--- config.mk ---
export PLATFORM = sky130hd
export DESIGN_NAME = ssram_burst_reader
export DESIGN_NICKNAME = d
export VERILOG_FILES = /design/src/rtl/ssram_burst_reader.sv
export SDC_FILE = /design/constraint.sdc
export NUM_CORES = 1
export LEC_CHECK = 0
export CAP_MARGIN = 0
export CORE_MARGIN = 10
export CORE_UTILIZATION = 45
export DETAILED_ROUTE_END_ITERATION = 16
export PLACE_DENSITY = 0.71
export SLEW_MARGIN = 5
export SYNTH_ARGS = -nofsm -noshare
export SYNTH_HDL_FRONTEND = slang
export SYNTH_SLANG_ARGS = --single-unit
--- constraint.sdc ---
create_clock -name clock -period 8.37 [get_ports clock]
set_clock_uncertainty 0.1 [all_clocks]
set_input_delay 1.674 -clock clock [delete_from_list [all_inputs] [get_ports clock]]
set_output_delay 1.674 -clock clock [all_outputs]
set_load 0.05 [all_outputs]
--- src/rtl/ssram_burst_reader.sv ---
// Burst reader that streams consecutive SSRAM words, wrapping at the end of memory,
// through a 4-entry output FIFO. Reads are credit-limited so the FIFO never overflows.
module ssram_burst_reader #(
  parameter int bitwidth    = 32,
  parameter int nrOfEntries = 512,
  localparam int AW         = $clog2(nrOfEntries)
) (
  input  logic                clock,
  input  logic                nReset,
  input  logic                start,
  input  logic [AW-1:0]       startAddress,
  input  logic [AW:0]         burstLength,
  output logic [AW-1:0]       ramAddress,
  output logic                ramWriteEnable,
  input  logic [bitwidth-1:0] ramDataIn,
  output logic [bitwidth-1:0] streamData,
  output logic                streamValid,
  input  logic                streamReady,
  output logic                streamLast,
  output logic                busy,
  output logic                done
);

  typedef enum logic [1:0] {IDLE, READ, DRAIN} state_t;

  state_t              state;
  state_t              state_next;

  logic [AW-1:0]       addr_cnt;
  logic [AW:0]         remaining;
  logic                p1_valid;
  logic                p1_last;
  logic                p2_valid;
  logic                p2_last;
  logic                done_q;

  logic [bitwidth-1:0] fifo_data [4];
  logic                fifo_last [4];
  logic [1:0]          wr_ptr;
  logic [1:0]          rd_ptr;
  logic [2:0]          fifo_count;

  logic                issue;
  logic                issue_last;
  logic [AW-1:0]       issue_addr;
  logic [AW:0]         rem_base;
  logic [3:0]          occupancy;
  logic                credit_ok;
  logic                push;
  logic                pop;
  logic                final_pop;
  logic                zero_start;

  function automatic logic [AW-1:0] next_addr(input logic [AW-1:0] a);
    return (a == AW'(nrOfEntries - 1)) ? '0 : a + 1'b1;
  endfunction

  // Words already buffered plus reads still in the SSRAM pipeline must fit in the FIFO.
  assign occupancy  = {1'b0, fifo_count} + {3'b000, p1_valid} + {3'b000, p2_valid};
  assign credit_ok  = (occupancy < 4'd4);
  assign push       = p2_valid;
  assign pop        = streamValid & streamReady;
  assign final_pop  = pop & fifo_last[rd_ptr];
  assign zero_start = (state == IDLE) & start & (burstLength == '0);

  always_ff @(posedge clock or negedge nReset) begin
    if (!nReset) begin
      state <= IDLE;
    end else begin
      state <= state_next;
    end
  end

  // The first read is issued on the accepting edge itself so data arrives two edges later.
  always_comb begin
    state_next = state;
    issue      = 1'b0;
    issue_last = 1'b0;
    issue_addr = addr_cnt;
    rem_base   = remaining;
    case (state)
      IDLE: begin
        rem_base   = burstLength;
        issue_addr = startAddress;
        if (start && (burstLength != '0)) begin
          issue      = 1'b1;
          issue_last = (burstLength == (AW+1)'(1));
          state_next = issue_last ? DRAIN : READ;
        end
      end
      READ: begin
        if (credit_ok) begin
          issue      = 1'b1;
          issue_last = (remaining == (AW+1)'(1));
          if (issue_last) begin
            state_next = DRAIN;
          end
        end
      end
      DRAIN: begin
        if (final_pop) begin
          state_next = IDLE;
        end
      end
      default: state_next = IDLE;
    endcase
  end

  always_ff @(posedge clock or negedge nReset) begin
    if (!nReset) begin
      ramAddress <= '0;
      addr_cnt   <= '0;
      remaining  <= '0;
      p1_valid   <= 1'b0;
      p1_last    <= 1'b0;
      p2_valid   <= 1'b0;
      p2_last    <= 1'b0;
      wr_ptr     <= '0;
      rd_ptr     <= '0;
      fifo_count <= '0;
      done_q     <= 1'b0;
    end else begin
      if (issue) begin
        ramAddress <= issue_addr;
        addr_cnt   <= next_addr(issue_addr);
        remaining  <= rem_base - (AW+1)'(1);
      end
      p1_valid   <= issue;
      p1_last    <= issue_last;
      p2_valid   <= p1_valid;
      p2_last    <= p1_last;
      if (push) begin
        wr_ptr <= wr_ptr + 2'd1;
      end
      if (pop) begin
        rd_ptr <= rd_ptr + 2'd1;
      end
      fifo_count <= fifo_count + 3'(push) - 3'(pop);
      done_q     <= zero_start | ((state == DRAIN) & final_pop);
    end
  end

  // Storage needs no reset: emptiness is tracked by the pointers and count alone.
  always_ff @(posedge clock) begin
    if (push) begin
      fifo_data[wr_ptr] <= ramDataIn;
      fifo_last[wr_ptr] <= p2_last;
    end
  end

  assign ramWriteEnable = 1'b0;
  assign streamValid    = (fifo_count != '0);
  assign streamData     = fifo_data[rd_ptr];
  assign streamLast     = streamValid & fifo_last[rd_ptr];
  assign busy           = (state != IDLE);
  assign done           = done_q;

endmodule

==> impl_results.md, run 1 <==
- Total GRT Usage: 14.59%
- Root buf cell: clkbuf_16
- Final Hold Viols: 0
- Area growth syn-to-layout: 22.90%
- Startpoint Class: flop
- Mapped Area: 7572 um2
- Final setup TNS: 0 ns
- Most frequent cell after synthesis: edfxtp_1
- Gate Count Post-Synth: 500
- Final setup fails: 0
- Post-synthesis async set-or-reset flop share: 24.14%
- RSZ-0062 raised after global routing: false
- Post-synthesis simple-gate area fraction: 9.352%
- Initial Util: 45.82%
- Synth Net Count: 567
- R2R cell count: 13
- Slew at the pin closest to its max-slew limit: 0.9806 ns
- Largest family of logic cells by synthesized area: multiplexers
- Hold depth: 0
- HPWL Detailed: 10390 um
- Reg2Reg Setup Slack: 4.77 ns
- Remaining antenna violation count: 0
- GRT busiest layer: met2
- Crit-path max FO: 32
- Dominant cell type by area after synthesis: edfxtp_1
- Vias in the first global route: 4832
- Num CTS Buffers: 17
- Diode count: 0
- Hold/Removal Path Class: flop to flop
- Worst-Skew Late Latency: 0.42 ns
- Clock Sinks: 174
- # port buffers: 99
- Die H: 149.7 um
- DR vias/cell: 5.665
- Main area contributors after synthesis: edfxtp_1 52%, dfrtp_1 14%, mux4_2 9.8%
- Worst setup EP type: output port
- Detailed Route Iter0 Violations: 335
- Synth Register Bits: 174
- Adder-cell share of the synthesized area: 2.082%
- Post-synthesis mux area share: 11.45%
- Initial antenna violation count: 0
- Post-synth EDFFs: 132
- Met1 Usage GRT: 18.07%
- Vias: 4674
- Largest net degree at the start of global routing: 43
- Clock slew at reported path FFs: 0.07 ns
- Post-detailed-routing wire length: 15960 um
- Ratio of final minimum period to clock period: 56.02%
- Compound-Gate Fraction of Synth Area: 7.750%
- LEAKAGE: 3.256 nW
- VDD IR-drop max: 244.0 uV
- Fill cells: 1259
- Post-CTS Setup Inserts: 0
- Die area: 22420 um2
- Synth Area in XOR/XNOR: 0.8096%
- H-tree Lvls: 4
- Seq/Total Area, Yosys: 66.23%
- Io pins: 101
- Die X: 149.7 um
- Critical Path RT: 6.60 ns
- Post-CTS sizing: 0
- Yosys top cell area share: 52.35%
- Ys flop type: edfxtp_1
- Router iterations before antenna repair: 5
- Total power: 0.003759 W
- Routability Congestion: 0.9051
- Layout cells sized above 1: 13.88%
- Multi-input logic area: 2390 um2
- Core Area: 16520 um2
- First-pass GRT wire length: 25720 um
- Setup CP Type: flop to output port
- NumNets Final: 661
- Max-Cap Viols: 0
- Gr ovfl total: 0
- Synth warn: 0
- Met3 usage: 4.710%
- FP Rows: 47
- Commonest cells in the netlist: 132 x edfxtp_1, 42 x dfrtp_1, 40 x nand2_1
- Wire per inst: 19.34 um
- Synth Area per Inst: 15.14 um2
- Fmax: 0.2133 GHz
- Routing usage on met2: 24.14%
- Pwr Density: 403.9 nW/um2
- CTS max path bufs: 2
- TritonCTS clock tree: built
- Register area: 5016 um2
- Arr. time, crit path: 2.91 ns
- Status: finished, final reports clean
- DRC viols: 0
- Tmin final: 4.688 ns
- Slew HR: 34.63%
- Distinct cells, synth: 63
- CTS Hold Bufs: 0
- Fin. max-slew vios: 0
[cell type report]
class | count | area share [%]
Clock buffer | 18 | 4.611
Clock inverter | 12 | 1.492
Inverter | 11 | 0.4437
Multi-Input combinational cell | 287 | 25.68
Tap cell | 220 | 2.958
Sequential cell | 174 | 53.90
Timing Repair Buffer | 103 | 10.92
[kinds of logic (layout without fill, tap and decap cells)]
logic type	after synthesis	count (layout)
XOR/XNOR	7	7
multiplexers	45	45
buffers and inverters	39	144
adder cells (fa/ha/maj)	12	12
other	1	1
AO/OA/AOI/OAI	85	85
flip-flops	174	174
AND/OR/NAND/NOR	137	137
[metal layers]
metal  routed length (um)  part of all wire (%)
met5                    0                     0
met4                   73                  0.46
met1                 6753                    42
met3                 1151                   7.2
met2                 7976                    50
[cell usage in the layout (no fill, tap or decap), types with 3 or more instances in the layout]
cell type / count
nor2_1: 31
ha_1: 11
or3b_2: 3
nand4b_1: 3
inv_1: 10
or3_1: 5
edfxtp_1: 132
clkinv_4: 3
and2_1: 6
xor2_1: 3
nand3_1: 6
a221oi_1: 3
nor3_1: 9
dfrtp_1: 41
mux2i_1: 9
nand2_1: 40
buf_4: 4
o21a_1: 3
a22o_1: 3
and2_2: 4
o31ai_1: 3
mux2_2: 3
nor4_1: 7
nor2b_1: 3
o211ai_1: 5
o21ai_0: 22
a31oi_1: 7
mux4_2: 33
clkdlybuf4s50_1: 98
nand3b_1: 8
clkbuf_16: 17
a21oi_1: 14
xnor2_1: 4
[state kept, by name, summed over array words and instances (netlist names), 2 cells and up]
register    count
state           2
wr_ptr          2
ramAddress      9
rd_ptr          2
fifo_last       4
remaining      10
fifo_data     128
fifo_count      3
addr_cnt        9
[worst paths after layout]
kind	to	start
worst min register to register	p2_last	p1_last
min in group asynchronous	remaining[9]	nReset
worst max-delay path	busy	state[1]
worst max register to register	addr_cnt[4]	state[1]
worst min-delay path	p2_last	p1_last
max in group asynchronous	rd_ptr[0]	nReset
[per-stage QoR]
| stage | area, um2 | setup WS, ns | utilization [%] | instances | hold slack [ns] |
|---|---|---|---|---|---|
| after floorplan | 7572 | 4.645 | - | 500 | 0.2312 |
| after global placement | 8738 | 3.556 | 52.88 | 795 | 0.2381 |
| after detailed placement | 8738 | 3.457 | 52.88 | 795 | 0.2609 |
| after CTS | 9306 | 3.682 | 56.32 | 825 | 0.2788 |
| after global routing | 9306 | 3.563 | 56.32 | 825 | 0.2982 |
| final | 9306 | 3.682 | 56.32 | 825 | 0.2722 |
[critical path, stage by stage (launching register included)]
cell and delay, ns:
dfrtp_1 0.83, nor2_1 0.08, buf_4 0.27, inv_1 0.08
buf_4 0.33, clkdlybuf4s50_1 0.88
[where the power goes]
part           switching [W]  leakage (nW)  total [W]  internal [W]
clock network       0.000318         0.272   0.000758      0.000440
logic                0.00106          1.29    0.00167      0.000611
registers           0.000124          1.69    0.00133       0.00120
Power figures use the tool's default switching activity.
==> inputs of run 2 (changes only) <==
==> constraint.sdc (replaced) <==
create_clock -name clock -period 4.4 [get_ports clock]
set_clock_uncertainty 0.1 [all_clocks]
set_input_delay 0.88 -clock clock [delete_from_list [all_inputs] [get_ports clock]]
set_output_delay 0.88 -clock clock [all_outputs]
set_load 0.05 [all_outputs]
==> impl_results.md, run 2 (synthesis results as in run 1) <==
- NumNets Final: 664
- Total GRT Usage: 14.69%
- Vias in the first global route: 4956
- Net Sw Frac: 39.96%
- Routing usage on met2: 25.00%
- Area growth syn-to-layout: 24.07%
- LEAKAGE: 3.304 nW
- Pwr Density: 779.0 nW/um2
- Total power: 0.007319 W
- Detailed Route Iter0 Violations: 240
- Fmax: 0.2736 GHz
- Routability Congestion: 0.8924
- CTS Hold Bufs: 0
- Ratio of final minimum period to clock period: 83.05%
- Clock network power share: 21.5%
- Num CTS Buffers: 17
- # port buffers: 99
- Post-CTS Setup Inserts: 0
- Max reg flops: 128
- CTS max path bufs: 2
- Top flop regs: fifo_data (128), remaining (10)
- Core Area: 16520 um2
- Startpoint Class: flop
- Tmin final: 3.654 ns
- Status: finished, final reports clean
- Largest Register: fifo_data
- Pre-CTS setup slack: 0.8596 ns
- Logic pwr share: 43.7%
- DRC viols: 0
- DR vias/cell: 5.663
- FP Rows: 47
- Final setup fails: 0
- Root buf cell: clkbuf_16
- GRT busiest layer: met2
- Arr. time, crit path: 2.67 ns
- Die H: 149.7 um
- Initial antenna violation count: 0
- Gr ovfl total: 0
- Clock Sinks: 174
- Die X: 149.7 um
- Worst setup EP type: output port
- TritonCTS clock tree: built
- Largest net degree at the start of global routing: 43
- Worst-Skew Late Latency: 0.42 ns
- Internal power: 0.004395 W
- Vias: 4700
- Crit-path max FO: 15
- Wire per inst: 19.38 um
- Crit path buffers/inverters: 2
- VDD IR-drop max: 452.7 uV
- First-pass GRT wire length: 25980 um
- Max-Cap Viols: 0
- Setup CP Type: flop to output port
- Flop pwr share: 34.8%
- Initial Util: 45.82%
- Die area: 22420 um2
- Slew HR: 34.16%
- RSZ-0062 raised after global routing: false
- HPWL Detailed: 10560 um
- Worst setup margin: 0.7456 ns
- Post-detailed-routing wire length: 16090 um
- Final Hold Viols: 0
- Remaining antenna violation count: 0
- Most frequent cells in the layout: 132 x edfxtp_1, 97 x clkdlybuf4s50_1, 41 x dfrtp_1
- Slowest cell on crit path: dfrtp_1
- Slew at the pin closest to its max-slew limit: 0.9876 ns
- Top delay family on crit path: buffers and inverters
- Met1 Usage GRT: 17.61%
- Met3 usage: 4.318%
- Post-CTS sizing: 0
- Worst-path cell chain: buf_4, mux4_2, clkdlybuf4s50_1
- Final setup TNS: 0 ns
- Hold/Removal Path Class: flop to flop
- Fin. max-slew vios: 0
- Diode count: 0
- Commonest non-fill, non-tap cell in the layout: edfxtp_1
- Io pins: 101
- H-tree Lvls: 4
- NetSw: 0.002925 W
- Router iterations before antenna repair: 5
- Clock slew at reported path FFs: 0.07 ns
- Max stage delay on crit path: 0.78 ns
- Critical Path RT: 3.42 ns
- Layout cells sized above 1: 14.92%
## run 2: cell count changes in the layout (fill, tap and decap cells not counted), sizes merged
cell and delta:
buf +4, bufinv +1, clkbuf -1, clkdlybuf4s50 -1, clkinv -2, inv +4
## run 2: final cells by class
| class | count | area, um2 |
|---|---|---|
| Fill cell | 1282 | 7129 |
| Sequential cell | 174 | 5016 |
| Multi-Input combinational cell | 287 | 2390 |
| Timing Repair Buffer | 106 | 1049 |
| Clock buffer | 17 | 425.4 |
| Tap cell | 220 | 275.3 |
| Clock inverter | 15 | 198.9 |
| Inverter | 11 | 41.29 |
## run 2: routing by layer
layer / part of all wire, % / up-vias
met2: 51 / 162
met4: 1.2 / 0
met3: 7.1 / 17
met5: 0 / -
met1: 41 / 2380
li1: - / 2141
## run 2: worst paths after layout
| path | slack [ns] | from | endpoint | cells after the start |
|---|---|---|---|---|
| worst max-delay path | 0.75 | rd_ptr[1] | streamData[28] | 3 |
| worst min-delay path | 0.27 | p1_last | p2_last | 0 |
| worst max register to register | 1.24 | state[0] | addr_cnt[4] | 11 |
| worst min register to register | 0.27 | p1_last | p2_last | 0 |
| max in group asynchronous | 2.99 | nReset | rd_ptr[0] | 1 |
| min in group asynchronous | 0.52 | nReset | remaining[4] | 1 |
## run 2: power groups by stage
stage               logic, W  registers [W]  clock network (W)
finish               0.00320        0.00255            0.00157
global route         0.00343        0.00260            0.00168
CTS                  0.00324        0.00255            0.00161
detailed placement   0.00324        0.00258                  0
global placement     0.00319        0.00255                  0
floorplan            0.00223        0.00260                  0
## run 2: through the flow
step                      instance area, um2  hold WS, ns  cells  utilization (%)
after floorplan                         7572       0.2312    500                -
after global placement                  8771       0.2620    798            53.08
after detailed placement                8771       0.2647    798            53.08
after global routing                    9395       0.2922    830            56.86
final                                   9395       0.2707    830            56.86
after CTS                               9395       0.2819    830            56.86
